===== src/rtl/uart_tx_buffered.sv =====
// Buffered UART transmitter: start bit, DATA_BITS data bits sent LSB first, optional parity bit,
// STOP_BITS stop bits, with a one-entry holding buffer. Parity bit enabled by macro UART_TX_PARITY_EN.
module uart_tx_buffered #(
  parameter int DATA_BITS  = 8,
  parameter int OVERSAMPLE = 16,
  parameter int STOP_BITS  = 1,
  parameter int PARITY_ODD = 0
) (
  input  logic                 i_clock,
  input  logic                 i_reset,
  input  logic                 i_tick,
  input  logic                 i_tx_valid,
  input  logic [DATA_BITS-1:0] i_data_in,
  output logic                 o_tx_ready,
  output logic                 o_tx,
  output logic                 o_tx_busy,
  output logic                 o_frame_done
);

  localparam int TW = $clog2(OVERSAMPLE);
  localparam int BW = $clog2(DATA_BITS);
  localparam logic [TW-1:0] TICK_LAST = TW'(OVERSAMPLE - 1);
  localparam logic [BW-1:0] BIT_LAST  = BW'(DATA_BITS - 1);
  localparam bit            TWO_STOP  = (STOP_BITS == 2);

  typedef enum logic [2:0] {
    S_IDLE   = 3'd0,
    S_START  = 3'd1,
    S_DATA   = 3'd2,
`ifdef UART_TX_PARITY_EN
    S_PARITY = 3'd3,
`endif
    S_STOP   = 3'd4
  } state_t;

  state_t                 r_state, w_state_nxt;
  logic [TW-1:0]          r_tick_cnt, w_tick_nxt;
  logic [BW-1:0]          r_bit_cnt, w_bit_nxt;
  logic                   r_stop_cnt, w_stop_nxt;
  logic [DATA_BITS-1:0]   r_shift, w_shift_nxt;
  logic [DATA_BITS-1:0]   r_buf, w_buf_nxt;
  logic                   r_buf_valid, w_buf_valid_nxt;
  logic                   r_tx, w_tx_nxt;
  logic                   r_frame_done, w_frame_done_nxt;
  logic                   w_accept;
  logic                   w_bit_end;
  logic                   w_load;
  logic [DATA_BITS-1:0]   w_load_data;
`ifdef UART_TX_PARITY_EN
  logic                   r_parity, w_parity_nxt;
`else
  logic                   w_unused_parity_odd;
  assign w_unused_parity_odd = 1'(PARITY_ODD);
`endif

  assign o_tx_ready   = !r_buf_valid && !i_reset;
  assign w_accept     = i_tx_valid && o_tx_ready;
  assign w_bit_end    = (r_state != S_IDLE) && i_tick && (r_tick_cnt == TICK_LAST);
  assign o_tx         = r_tx;
  assign o_tx_busy    = (r_state != S_IDLE);
  assign o_frame_done = r_frame_done;

  always_ff @(posedge i_clock) begin
    if (i_reset) begin
      r_state      <= S_IDLE;
      r_tick_cnt   <= '0;
      r_bit_cnt    <= '0;
      r_stop_cnt   <= 1'b0;
      r_buf_valid  <= 1'b0;
      r_tx         <= 1'b1;
      r_frame_done <= 1'b0;
    end else begin
      r_state      <= w_state_nxt;
      r_tick_cnt   <= w_tick_nxt;
      r_bit_cnt    <= w_bit_nxt;
      r_stop_cnt   <= w_stop_nxt;
      r_buf_valid  <= w_buf_valid_nxt;
      r_tx         <= w_tx_nxt;
      r_frame_done <= w_frame_done_nxt;
    end
  end

  // Datapath registers carry no reset; they are only consumed under valid control state.
  always_ff @(posedge i_clock) begin
    r_shift <= w_shift_nxt;
    r_buf   <= w_buf_nxt;
`ifdef UART_TX_PARITY_EN
    r_parity <= w_parity_nxt;
`endif
  end

  always_comb begin
    w_state_nxt      = r_state;
    w_tick_nxt       = r_tick_cnt;
    w_bit_nxt        = r_bit_cnt;
    w_stop_nxt       = r_stop_cnt;
    w_shift_nxt      = r_shift;
    w_buf_nxt        = r_buf;
    w_buf_valid_nxt  = r_buf_valid;
    w_tx_nxt         = r_tx;
    w_frame_done_nxt = 1'b0;
    w_load           = 1'b0;
    w_load_data      = i_data_in;
`ifdef UART_TX_PARITY_EN
    w_parity_nxt     = r_parity;
`endif

    if (w_accept && (r_state != S_IDLE)) begin
      w_buf_nxt       = i_data_in;
      w_buf_valid_nxt = 1'b1;
    end

    if ((r_state != S_IDLE) && i_tick) begin
      w_tick_nxt = (r_tick_cnt == TICK_LAST) ? '0 : r_tick_cnt + TW'(1);
    end

    case (r_state)
      S_IDLE: begin
        w_tx_nxt = 1'b1;
        if (w_accept) w_load = 1'b1;
      end
      S_START: begin
        if (w_bit_end) begin
          w_state_nxt = S_DATA;
          w_bit_nxt   = '0;
          w_tx_nxt    = r_shift[0];
        end
      end
      S_DATA: begin
        if (w_bit_end) begin
          w_shift_nxt = r_shift >> 1;
          if (r_bit_cnt == BIT_LAST) begin
`ifdef UART_TX_PARITY_EN
            w_state_nxt = S_PARITY;
            w_tx_nxt    = r_parity;
`else
            w_state_nxt = S_STOP;
            w_tx_nxt    = 1'b1;
`endif
            w_stop_nxt  = 1'b0;
          end else begin
            w_bit_nxt = r_bit_cnt + BW'(1);
            w_tx_nxt  = r_shift[1];
          end
        end
      end
`ifdef UART_TX_PARITY_EN
      S_PARITY: begin
        if (w_bit_end) begin
          w_state_nxt = S_STOP;
          w_stop_nxt  = 1'b0;
          w_tx_nxt    = 1'b1;
        end
      end
`endif
      S_STOP: begin
        if (w_bit_end) begin
          if (TWO_STOP && !r_stop_cnt) begin
            w_stop_nxt = 1'b1;
          end else begin
            w_frame_done_nxt = 1'b1;
            // Chain straight into the next start bit so back-to-back frames have no idle gap.
            if (r_buf_valid) begin
              w_load          = 1'b1;
              w_load_data     = r_buf;
              w_buf_valid_nxt = 1'b0;
            end else if (w_accept) begin
              w_load          = 1'b1;
              w_buf_valid_nxt = 1'b0;
            end else begin
              w_state_nxt = S_IDLE;
              w_tx_nxt    = 1'b1;
            end
          end
        end
      end
      default: begin
        w_state_nxt = S_IDLE;
        w_tick_nxt  = '0;
        w_tx_nxt    = 1'b1;
      end
    endcase

    if (w_load) begin
      w_shift_nxt = w_load_data;
      w_state_nxt = S_START;
      w_tick_nxt  = '0;
      w_bit_nxt   = '0;
      w_stop_nxt  = 1'b0;
      w_tx_nxt    = 1'b0;
`ifdef UART_TX_PARITY_EN
      w_parity_nxt = (^w_load_data) ^ 1'(PARITY_ODD);
`endif
    end
  end

endmodule


===== config.mk =====
export PLATFORM = sky130hd
export DESIGN_NAME = uart_tx_buffered
export DESIGN_NICKNAME = d
export VERILOG_FILES = /design/src/rtl/uart_tx_buffered.sv
export SDC_FILE = /design/constraint.sdc
export NUM_CORES = 1
export LEC_CHECK = 0
export CORE_MARGIN = 2
export CORE_UTILIZATION = 45
export DETAILED_ROUTE_END_ITERATION = 8
export PLACE_DENSITY = 0.73
export SKIP_CTS_REPAIR_TIMING = 1
export SLEW_MARGIN = 15
export SYNTH_ARGS = -nofsm -noshare
export SYNTH_HDL_FRONTEND = slang
export SYNTH_SLANG_ARGS = --single-unit

===== constraint.sdc =====
create_clock -name i_clock -period 2.7 [get_ports i_clock]
set_input_delay 0.405 -clock i_clock [delete_from_list [all_inputs] [get_ports i_clock]]
set_output_delay 0.405 -clock i_clock [all_outputs]
set_load 0.005 [all_outputs]

==> results.cfg, run 1 <==
[layout]
final_cells = 186
nets = 156
diodes = 0
final_common_cell = edfxtp_1
drive_gt1_frac = 0.190
final_cell_mix = edfxtp_1, clkdlybuf4s50_1, dfxtp_1
syn2layout_area_growth_pct = 14.6

[placement]
place_hpwl_mm = 1.89
gp_congestion = 0.802
placed_cells = 178
port_buffers = 15

[timing]
setup_tns_ns = 0
hold_viol_final = 0
period_needed_ns = 2.19
fin_skew_ns = 0.0104
setup_viol = 0
relSlewSlack = 0.684
fmax_mhz = 456
rsz0062_at_grt = false
timing.final.crit_share = 0.811
final_max_slew_viol_count = 0
worst_pin_slew_ns = 0.473

[worst_setup_path]
timing.rr.end = r_shift[5]
worst-r2r-setup-slack_ns = 0.55
rr_worst_depth = 5
critical_path.max_fanout = 11
start_kind = flop
worstReg2RegStart = r_tick_cnt[0]
crit_type = flop to primary output
cp-end-kind = primary output
arrival_ns = 1.79
worstPathRequired_ns = 2.30

[floorplan]
pin_count = 16
die_h_um = 61.2
start_util = 0.478
fp.dieW_um = 61.2
dieArea_mm2 = 0.00374
core_area_mm2 = 0.00308
row_count = 20

[power_and_ir_drop]
p_sw_w = 0.000211
p_seq_frac = 0.581
p_leak_nw = 0.611
ir_drop_v = 0.000298
switching_share = 0.246
powerDensity_mw_per_mm2 = 509
internal_power_w = 0.000647
pwr-share-clk = 0.296
combPwrFrac = 0.124

[grt]
grt_max_degree = 12
antenna_found_initial = 0
grt_pass1_wl_mm = 4.42
grt_pass1_vias = 1021
grt_overflow_total = 0
grtUsageTotal = 0.165

[cts]
cts_buffer_depth = 2
clkTransAtPathRegs_ns = 0.09
cts_root_buf = clkbuf_4
htree_levels = 2
cts.sinks = 29
clk_latency_ns = 0.33
cts_buffers = 5
cts_tree = built

[worst_hold_path]
worstHoldPathType = flop to flop
hold_path_end = r_tick_cnt[1]
hold_depth = 2
hold_start = r_tick_cnt[1]

[synthesis]
syn-cell-area_mm2 = 0.00147
yosysSeqAreaShare = 0.504
synth.distinct_cells = 37
synth_ff_type = edfxtp_1
synthArstFlopShare = 0
syn_nets = 140
ys_ff_latch = 29
synth_cells = 125
synth.avg_cell_area_um2 = 11.8
synth_edf_count = 16
ys_warn_count = 0

[status]
status = completed

[route]
vias_per_cell = 5.38
drtPass1Iterations = 4
drcViolationCount = 0
via_count = 1001
first_iter_violations = 15
drt_wl_total_mm = 2.60
postRouteAntennaNets = 0
detail_route.wl_per_cell_um = 14.0

[flow_run]
maxCapViolCount = 0
==> routing by layer <==
metal  track usage  share of wire  vias up
met1         0.208           0.48      469
met2         0.258           0.45       20
met4        0.0714          0.021        0
met3        0.0567          0.043        7
met5             0              0        -
li1              -              -      505
==> layout make-up <==
| cell class | count | area, um2 |
|---|---|---|
| Fill cell | 272 | 1390 |
| Tap cell | 44 | 55.1 |
| Clock buffer | 5 | 37.5 |
| Inverter | 1 | 3.75 |
| Timing Repair Buffer | 17 | 165 |
| Sequential cell | 29 | 741 |
| Multi-Input combinational cell | 87 | 666 |
| Clock inverter | 3 | 17.5 |
==> critical path: stages, from the launching register on <==
cell and delay, ns:
dfxtp_1 0.45, or3_1 0.52, clkdlybuf4s50_1 0.49
==> cells by family after synthesis <==
group                    synth area share
AO/OA/AOI/OAI                       0.117
multiplexers                        0.139
buffers and inverters              0.0434
flip-flops                          0.504
AND/OR/NAND/NOR                     0.159
XOR/XNOR                           0.0119
adder cells (fa/ha/maj)            0.0255
==> state kept, by name, summed over array words and instances, names as in the netlist <==
signal        count
r_buf             8
r_shift           8
r_tick_cnt        4
r_bit_cnt         3
r_state           3
o_frame_done      1
o_tx              1
r_buf_valid       1
==> Yosys cell counts (4+ instances only) <==
master	n	area share
edfxtp_1	16	0.33
dfxtp_1	13	0.18
a21oi_1	11	0.037
nand2_1	8	0.020
nor2_1	8	0.020
mux2_2	7	0.054
mux2_4	7	0.071
nor3_1	5	0.017
buf_4	4	0.020
==> worst max-delay path by stage <==
stage | start | to | slack (ns) | depth (start not counted)
after floorplan | r_tick_cnt[0] | r_shift[0] | 0.71 | 5
after global placement | i_tick | r_shift[4] | 0.22 | 5
after detailed placement | i_tick | r_shift[2] | 0.18 | 5
after CTS | r_state[1] | o_tx_busy | 0.49 | 2
after global routing | r_state[1] | o_tx_busy | 0.34 | 2
final | r_state[2] | o_tx_busy | 0.51 | 2
==> power by group through the flow <==
| stage | combinational [W] | sequential, W | clock (W) |
|---|---|---|---|
| 2_1_floorplan | 0.0000761 | 0.000501 | 0 |
| 4_1_cts | 0.000107 | 0.000498 | 0.000265 |
| 3_5_place_dp | 0.000106 | 0.000509 | 0 |
| 3_3_place_gp | 0.000104 | 0.000508 | 0 |
| 5_1_grt | 0.000117 | 0.000500 | 0.000280 |
| 6_report | 0.000106 | 0.000498 | 0.000254 |
==> metrics by stage <==
stage,hold slack (ns),setup slack [ns],area (um2),util,total power [W]
finish,0.503,0.509,1690,0.548,0.000858
global route,0.546,0.344,1690,0.548,0.000897
CTS,0.504,0.486,1690,0.548,0.000870
detailed placement,0.489,0.175,1630,0.530,0.000615
global placement,0.471,0.223,1630,0.530,0.000612
floorplan,0.465,0.712,1470,-,0.000577
Power figures use the tool's default switching activity.
==> run 2, diff against run 1 <==
- PLACE_DENSITY: 0.73 -> 0.75
- clock period: 2.7 -> 1.8 ns (I/O delays scaled with it)
==> run 2 against run 1 <==
Clock power up 110%; critical path depth up 3; register-to-register slack worse by 0.53 ns; utilization up 7.3 points; count of clock-buffer cells in the layout unchanged; sequential power up 49%; combinational power up 89%; non-clock buffer count up 18; die area unchanged; sequential share of layout area down 4.8 points; first-iteration DRC count up 110%; largest cell class unchanged; largest power group unchanged.
==> results.cfg, run 2 (synthesized netlist as in run 1, its figures left out) <==
[status]
status = completed

[route]
highest_layer = met4
drt_wl_total_mm = 2.93
wl_met2_mm = 1.41
detail_route.wl_per_cell_um = 14.4
postRouteAntennaNets = 0
drtPass1Iterations = 4
first_iter_violations = 32
wl_met1_mm = 1.35
via_count = 1088
drcViolationCount = 0
vias_per_cell = 5.33
wl_met3_um = 117

[grt]
grt_overflow_total = 0
grt_pass1_wl_mm = 4.88
grtUsageTotal = 0.184
grt_pass1_vias = 1029
antenna_found_initial = 0
grt_max_degree = 11

[power_and_ir_drop]
p_leak_nw = 0.737
powerDensity_mw_per_mm2 = 776
ir_drop_v = 0.000476

[layout]
utilization = 0.620
final_cell_mix = buf_4, edfxtp_1, clkdlybuf4s50_1
diodes = 0
final_cells = 204
nets = 174
top_regs = r_buf: 8 flops, r_shift: 8 flops, r_tick_cnt: 4 flops
syn2layout_area_growth_pct = 29.9
drive_gt1_frac = 0.331
n_fill_cell = 254
post-route-cell-area_mm2 = 0.00191
final_common_cell = buf_4

[floorplan]
die_h_um = 61.2
core_area_mm2 = 0.00308
row_count = 20
dieArea_mm2 = 0.00374
fp.dieW_um = 61.2
pin_count = 16
start_util = 0.478

[timing]
hold_viol_final = 0
hold_ws_ns = 0.506
period_needed_ns = 1.78
relSlewSlack = 0.765
fin_skew_ns = 0.0121
setup_viol = 0
timing.final.crit_share = 0.989
worst_pin_slew_ns = 0.350
fmax_mhz = 562
final_max_slew_viol_count = 0
setup_tns_ns = 0
rsz0062_at_grt = true

[worst_setup_path]
worstPathRequired_ns = 1.89
path_delay_family = multiplexers
start_kind = flop
cp-end-kind = flop
cp-endpoint = r_shift[2]
critical_path.max_fanout = 8
cpPeakStageDelay_ns = 0.37
rr_worst_depth = 5
worstReg2RegStart = r_tick_cnt[1]
cp_num_cells = 5
slowest_stage = dfxtp_2
worst-r2r-setup-slack_ns = 0.02
arrival_ns = 1.87
critPathBufInv = 0
critPathLaunch = r_tick_cnt[1]
timing.rr.end = r_shift[2]
cp_cell_sequence = ha_4, and4_4, nand4_4, mux2_2, mux2_4
crit_type = flop to flop

[cts]
cts.sinks = 29
clk_latency_ns = 0.33
cts_buffers = 5
cts_buffer_depth = 2
clkTransAtPathRegs_ns = 0.10
cts_tree = built
cts_root_buf = clkbuf_4
htree_levels = 2

[flow_run]
maxCapViolCount = 0

[placement]
port_buffers = 15
placed_cells = 195
gp_congestion = 0.792
place_hpwl_mm = 2.12
dpl_cell_area_mm2 = 0.00180

[worst_hold_path]
worstHoldPathType = flop to flop
==> run 2: worst min path at each step <==
stage,from,to,slack (ns),cells past startpoint
global route,i_data_in[6],r_buf[6],0.52,1
global placement,o_tx,o_tx,0.47,2
detailed placement,o_tx,o_tx,0.48,2
finish,o_tx,o_tx,0.51,2
floorplan,i_data_in[0],r_buf[0],0.37,0
CTS,i_data_in[1],r_buf[1],0.50,1
==> run 2: worst min-delay path: cells and delay by family, from the launching register on <==
| family | cells | cell delay, ns |
|---|---|---|
| DFF | 1 | 0.35 |
| AOI/OAI and AO/OA | 2 | 0.13 |
==> run 2: final cells by class <==
type                            instances  area [um2]  area share
Multi-Input combinational cell         87         696       0.364
Sequential cell                        29         748       0.392
Tap cell                               44        55.1      0.0288
Clock inverter                          3        41.3      0.0216
Timing Repair Buffer                   35         328       0.172
Clock buffer                            5        37.5      0.0197
Inverter                                1        3.75     0.00197
==> run 2: stage by stage <==
| step | setup WS [ns] | total power (W) |
|---|---|---|
| after global routing | -0.0288 | 0.00153 |
| after CTS | -0.147 | 0.00149 |
| final | 0.0194 | 0.00148 |
| after global placement | -0.259 | 0.000949 |
| after detailed placement | -0.302 | 0.000957 |
| after floorplan | 0.0265 | 0.000867 |
==> run 2: report_power, final <==
part / leakage [nW] / switching [W] / internal, W
Clock: 0.0389 / 0.000251 / 0.000287
Sequential: 0.255 / 0.0000145 / 0.000729
Combinational: 0.443 / 0.0000786 / 0.000121
==> run 2: metal layers <==
metal  GRT usage  vias to the layer above
li1            -                      541
met1       0.232                      511
met2       0.295                       29
met3      0.0567                        7
met4      0.0745                        0
met5           0                        -
==> run 3, diff against run 2 <==
- CORE_UTILIZATION: 45 -> 49
- HOLD_SLACK_MARGIN: unset -> 0.05
- PLACE_DENSITY: 0.75 -> 0.81
==> run 3 against run 2 <==
The run now ends with DRC, setup timing left; via count barely moved; largest power group unchanged; fmax fell by 1.3%; clock skew fell by 0.0072 ns; cell count fell by 7.4%; sequential cell count did not move; critical path type unchanged; sequential power barely moved; setup slack got worse by 0.023 ns; die area fell by 7.6%; critical path depth rose by 1.
==> results.cfg, run 3 (synthesized netlist as in run 1, its figures left out) <==
[status]
status = finished with violations
violations = DRC, setup timing

[timing]
fin_skew_ns = 0.00487
final_max_slew_viol_count = 0
hold_ws_ns = 0.504
fin_ws_ns = -0.00406
fmax_mhz = 554
relSlewSlack = 0.719
timing.final.crit_share = 1.00
period_needed_ns = 1.80
worst_pin_slew_ns = 0.419
rsz0062_at_grt = true
hold_viol_final = 0
setup_viol = 1

[grt]
antenna_found_initial = 0
grt_pass1_vias = 1140
grt_overflow_total = 0
grt_pass1_wl_mm = 5.09
grtUsageTotal = 0.196
grt_max_degree = 10

[power_and_ir_drop]
total_power_w = 0.00131
powerDensity_mw_per_mm2 = 710
ir_drop_v = 0.000509
p_leak_nw = 0.726

[floorplan]
core_area_mm2 = 0.00281
dieArea_mm2 = 0.00345
row_count = 19
fp.dieW_um = 58.8
die_h_um = 58.8
start_util = 0.524
pin_count = 16

[worst_setup_path]
rr_worst_depth = 6
start_kind = flop
cp_cell_sequence = ha_4, nand4_1, a21oi_2, o211a_1, buf_12, mux2_4
arrival_ns = 1.89
worstReg2RegStart = r_tick_cnt[1]
cp-end-kind = flop
critical_path.max_fanout = 8
cpPeakStageDelay_ns = 0.37
path_delay_family = compound AO/OA/AOI/OAI gates
timing.rr.end = r_shift[1]
critPathBufInv = 1
slowest_stage = dfxtp_2
crit_type = flop to flop
worstPathRequired_ns = 1.88
worst-r2r-setup-slack_ns = -0.004

[layout]
diodes = 0
top_regs = r_buf: 8 flops, r_shift: 8 flops, r_tick_cnt: 4 flops
syn2layout_area_growth_pct = 25.7
drive_gt1_frac = 0.316
final_cell_mix = buf_4, edfxtp_1, clkdlybuf4s50_1
nets = 172

[route]
postRouteAntennaNets = 0
drt_wl_total_mm = 3.01
drcViolationCount = 2
via_count = 1087
detail_route.wl_per_cell_um = 15.9
first_iter_violations = 30
vias_per_cell = 5.75
drtPass1Iterations = 6

[worst_hold_path]
worstHoldPathType = flop to flop
hold_depth = 2
hold_path_end = o_tx
hold_start = o_tx

[placement]
port_buffers = 15
place_hpwl_mm = 2.13
gp_congestion = 0.832

[cts]
cts_tree = built
htree_levels = 2
cts_buffer_depth = 2
clk_latency_ns = 0.32
cts_buffers = 5
cts_root_buf = clkbuf_4
cts.sinks = 29
clkTransAtPathRegs_ns = 0.09

[flow_run]
maxCapViolCount = 0
## run 3: cell count changes in the layout (fill, tap and decap cells not counted), sizes merged
cell and delta:
buf -2, bufinv -1, clkbuf +1, clkinv +1, clkinvlp -1
## run 3: through the flow
| stage | setup TNS [ns] | utilization | worst slack, ns | instances | instance area, um2 |
|---|---|---|---|---|---|
| 2_1_floorplan | 0 | - | 0.0265 | 125 | 1490 |
| 3_3_place_gp | -2.46 | 0.631 | -0.267 | 180 | 1770 |
| 3_5_place_dp | -3.77 | 0.631 | -0.331 | 180 | 1770 |
| 4_1_cts | -0.170 | 0.649 | -0.107 | 188 | 1820 |
| 5_1_grt | -0.264 | 0.659 | -0.0451 | 189 | 1850 |
| 6_report | -0.00406 | 0.659 | -0.00406 | 189 | 1850 |
## run 3: report_power, final
part,switching [W],internal (W),total [W]
combinational,0.0000790,0.000117,0.000196
sequential,0.0000144,0.000728,0.000743
clock,0.000225,0.000148,0.000373
total,0.000318,0.000994,0.00131
## run 3: area by class of cell
class                   count  area (um2)
clock buffers               6        41.3
clock inverters             2        10.0
fillers                   223         957
inverters                   1        3.75
multi-input cells          87         693
flip-flops and latches     29         748
well taps                  31        38.8
repair buffers             33         313
## run 3: layer usage
| metal | GRT usage | wire length, um | vias to the layer above |
|---|---|---|---|
| li1 | - | - | 527 |
| met1 | 0.258 | 1360 | 519 |
| met2 | 0.305 | 1450 | 36 |
| met3 | 0.0462 | 147 | 5 |
| met4 | 0.0909 | 46 | 0 |
| met5 | 0 | 0 | - |
## run 3: worst reg2reg max path: cells and delay by family (launching register included)
| kind | cells | cell delay (ns) |
|---|---|---|
| fa+ha+maj | 1 | 0.15 |
| simple gates | 1 | 0.17 |
| mux | 1 | 0.30 |
| compound gates | 2 | 0.42 |
| flops | 1 | 0.37 |
| buf+inv | 1 | 0.14 |
## run 3: worst max path at each step
stage	startpoint	to	slack, ns	depth (start not counted)
after CTS	r_state[2]	o_tx_busy	-0.11	2
after floorplan	r_tick_cnt[1]	r_shift[0]	0.03	6
final	r_tick_cnt[1]	r_shift[1]	-0.004	6
after global routing	r_tick_cnt[1]	r_shift[1]	-0.05	6
after global placement	i_tick	r_shift[0]	-0.27	5
after detailed placement	i_tick	r_shift[0]	-0.33	5
==> RTL change, RTL diff (flow settings as in run 2) <==
Add a define of `UART_TX_PARITY_EN`.
--- a/src/rtl/uart_tx_buffered.sv
+++ b/src/rtl/uart_tx_buffered.sv
@@ -2,2 +2,4 @@
 // STOP_BITS stop bits, with a one-entry holding buffer. Parity bit enabled by macro UART_TX_PARITY_EN.
+`define UART_TX_PARITY_EN
+
 module uart_tx_buffered #(
Behaviour: same outputs for any inputs over 10 cycles, from zero or initial values and one cycle with i_reset high; that may be too few to reach the edited logic, so the function may still have changed.
==> RTL change against run 2 <==
- the run now ends with negative setup slack left
- synthesized area increased by 18%
- routed wire length increased by 46%
- hold slack got worse by 0.13 ns
- count of clock-buffer cells in the layout unchanged
- total power increased by 8.2%
- non-clock buffer count increased by 18
- setup slack got worse by 0.024 ns
- sequential cell count increased by 1
- final area increased by 25%
- critical endpoint is now r_shift[1]$_DFFE_PP_
- largest power group unchanged
==> RTL change: results <==
{
  "drt_iter0_markers": 66,
  "nNonClkInverters": 3,
  "ys_types": 48,
  "vias": 1428,
  "multi_input_area_share_pct": 41.0,
  "ctsRootBufferMaster": "clkbuf_8",
  "routed_wl_um": 4270,
  "fin_worst_skew_ns": 0.00515,
  "drive_gt1_share_pct": 42.6,
  "seq_share_pct": 32.8,
  "grt_pass1_vias": 1346,
  "avgSynthCellArea_sq_um": 11.5,
  "nonClkBufAreaFrac_pct": 19.4,
  "globalplace.congestion": 0.797,
  "syn-num-nets": 166,
  "grtUsageTotal_pct": 19.0,
  "synthTopCellsByArea": "edfxtp_1, dfxtp_1, xnor2_1",
  "finalSetupTns_ns": -0.00434,
  "n_fill_cell": 280,
  "grt_pass1_wl_um": 6110,
  "multi_input_gates": 110,
  "post_drt_wl_per_cell_um": 16.9,
  "clkTransAtPathRegs_ns": 0.07,
  "setup_viol": 1,
  "violations": "negative setup slack",
  "holdPathStages": 3,
  "status": "finished, violations left",
  "finalWorstSetupSlack_ns": -0.00434,
  "clk_share_pct": 3.57,
  "placed_cell_area_sq_um": 2160,
  "buffers": 53,
  "leakagePower_nw": 0.966,
  "worst_slew_pin_slew_ns": 0.405,
  "synth_common_cells": "edfxtp_1, xnor2_1, dfxtp_1, a21oi_1",
  "dp.cells": 236,
  "hold_path_class": "in2reg",
  "peakVddDrop_mv": 0.852
}
-- RTL change: power breakdown --
group          internal (mW)  switching, mW
clock network          0.264          0.274
registers              0.757         0.0134
logic                  0.162          0.133
total                   1.18          0.420
-- RTL change: critical path, cell delays in order, from the launching register on --
cell     delay, ns
dfxtp_4       0.36
ha_4          0.14
and4_4        0.24
nand4_4       0.12
buf_12        0.16
mux2_2        0.27
mux2_4        0.26
-- RTL change: routing by layer --
| layer | routed length, um | track usage [%] | up-vias |
|---|---|---|---|
| li1 | - | - | 661 |
| met1 | 1790 | 24.7 | 702 |
| met2 | 2110 | 30.6 | 52 |
| met3 | 228 | 4.77 | 13 |
| met4 | 129 | 6.89 | 0 |
| met5 | 0 | 0 | - |
-- RTL change: final timing paths --
| check | start | to |
|---|---|---|
| hold reg to reg | r_bit_cnt[1]$_SDFFE_PP0P_ | r_bit_cnt[1]$_SDFFE_PP0P_ |
| hold / removal | i_reset | r_state[0]$_SDFFE_PP0P_ |
| setup reg to reg | r_tick_cnt[1]$_SDFFE_PP0P_ | r_shift[1]$_DFFE_PP_ |
| setup / recovery | r_tick_cnt[1]$_SDFFE_PP0P_ | r_shift[1]$_DFFE_PP_ |
-- RTL change: kinds of logic (layout without fill, tap and decap cells) --
kind of cell             count (synthesis)  in the layout  share of synthesized area [%]
AO/OA/AOI/OAI                           24             24                           10.2
AND/OR/NAND/NOR                         46             46                           16.7
multiplexers                            20             20                           14.1
buffers and inverters                   11             64                           3.69
XOR/XNOR                                17             17                           8.60
flip-flops                              30             30                           44.5
adder cells (fa/ha/maj)                  3              3                           2.17
-- RTL change: per-stage QoR --
stage	setup WS, ns	util (%)
after floorplan	0.00135	-
after global placement	-0.333	58.6
after detailed placement	-0.384	58.6
after CTS	-0.0808	60.9
after global routing	-0.0504	64.6
final	-0.00434	64.6
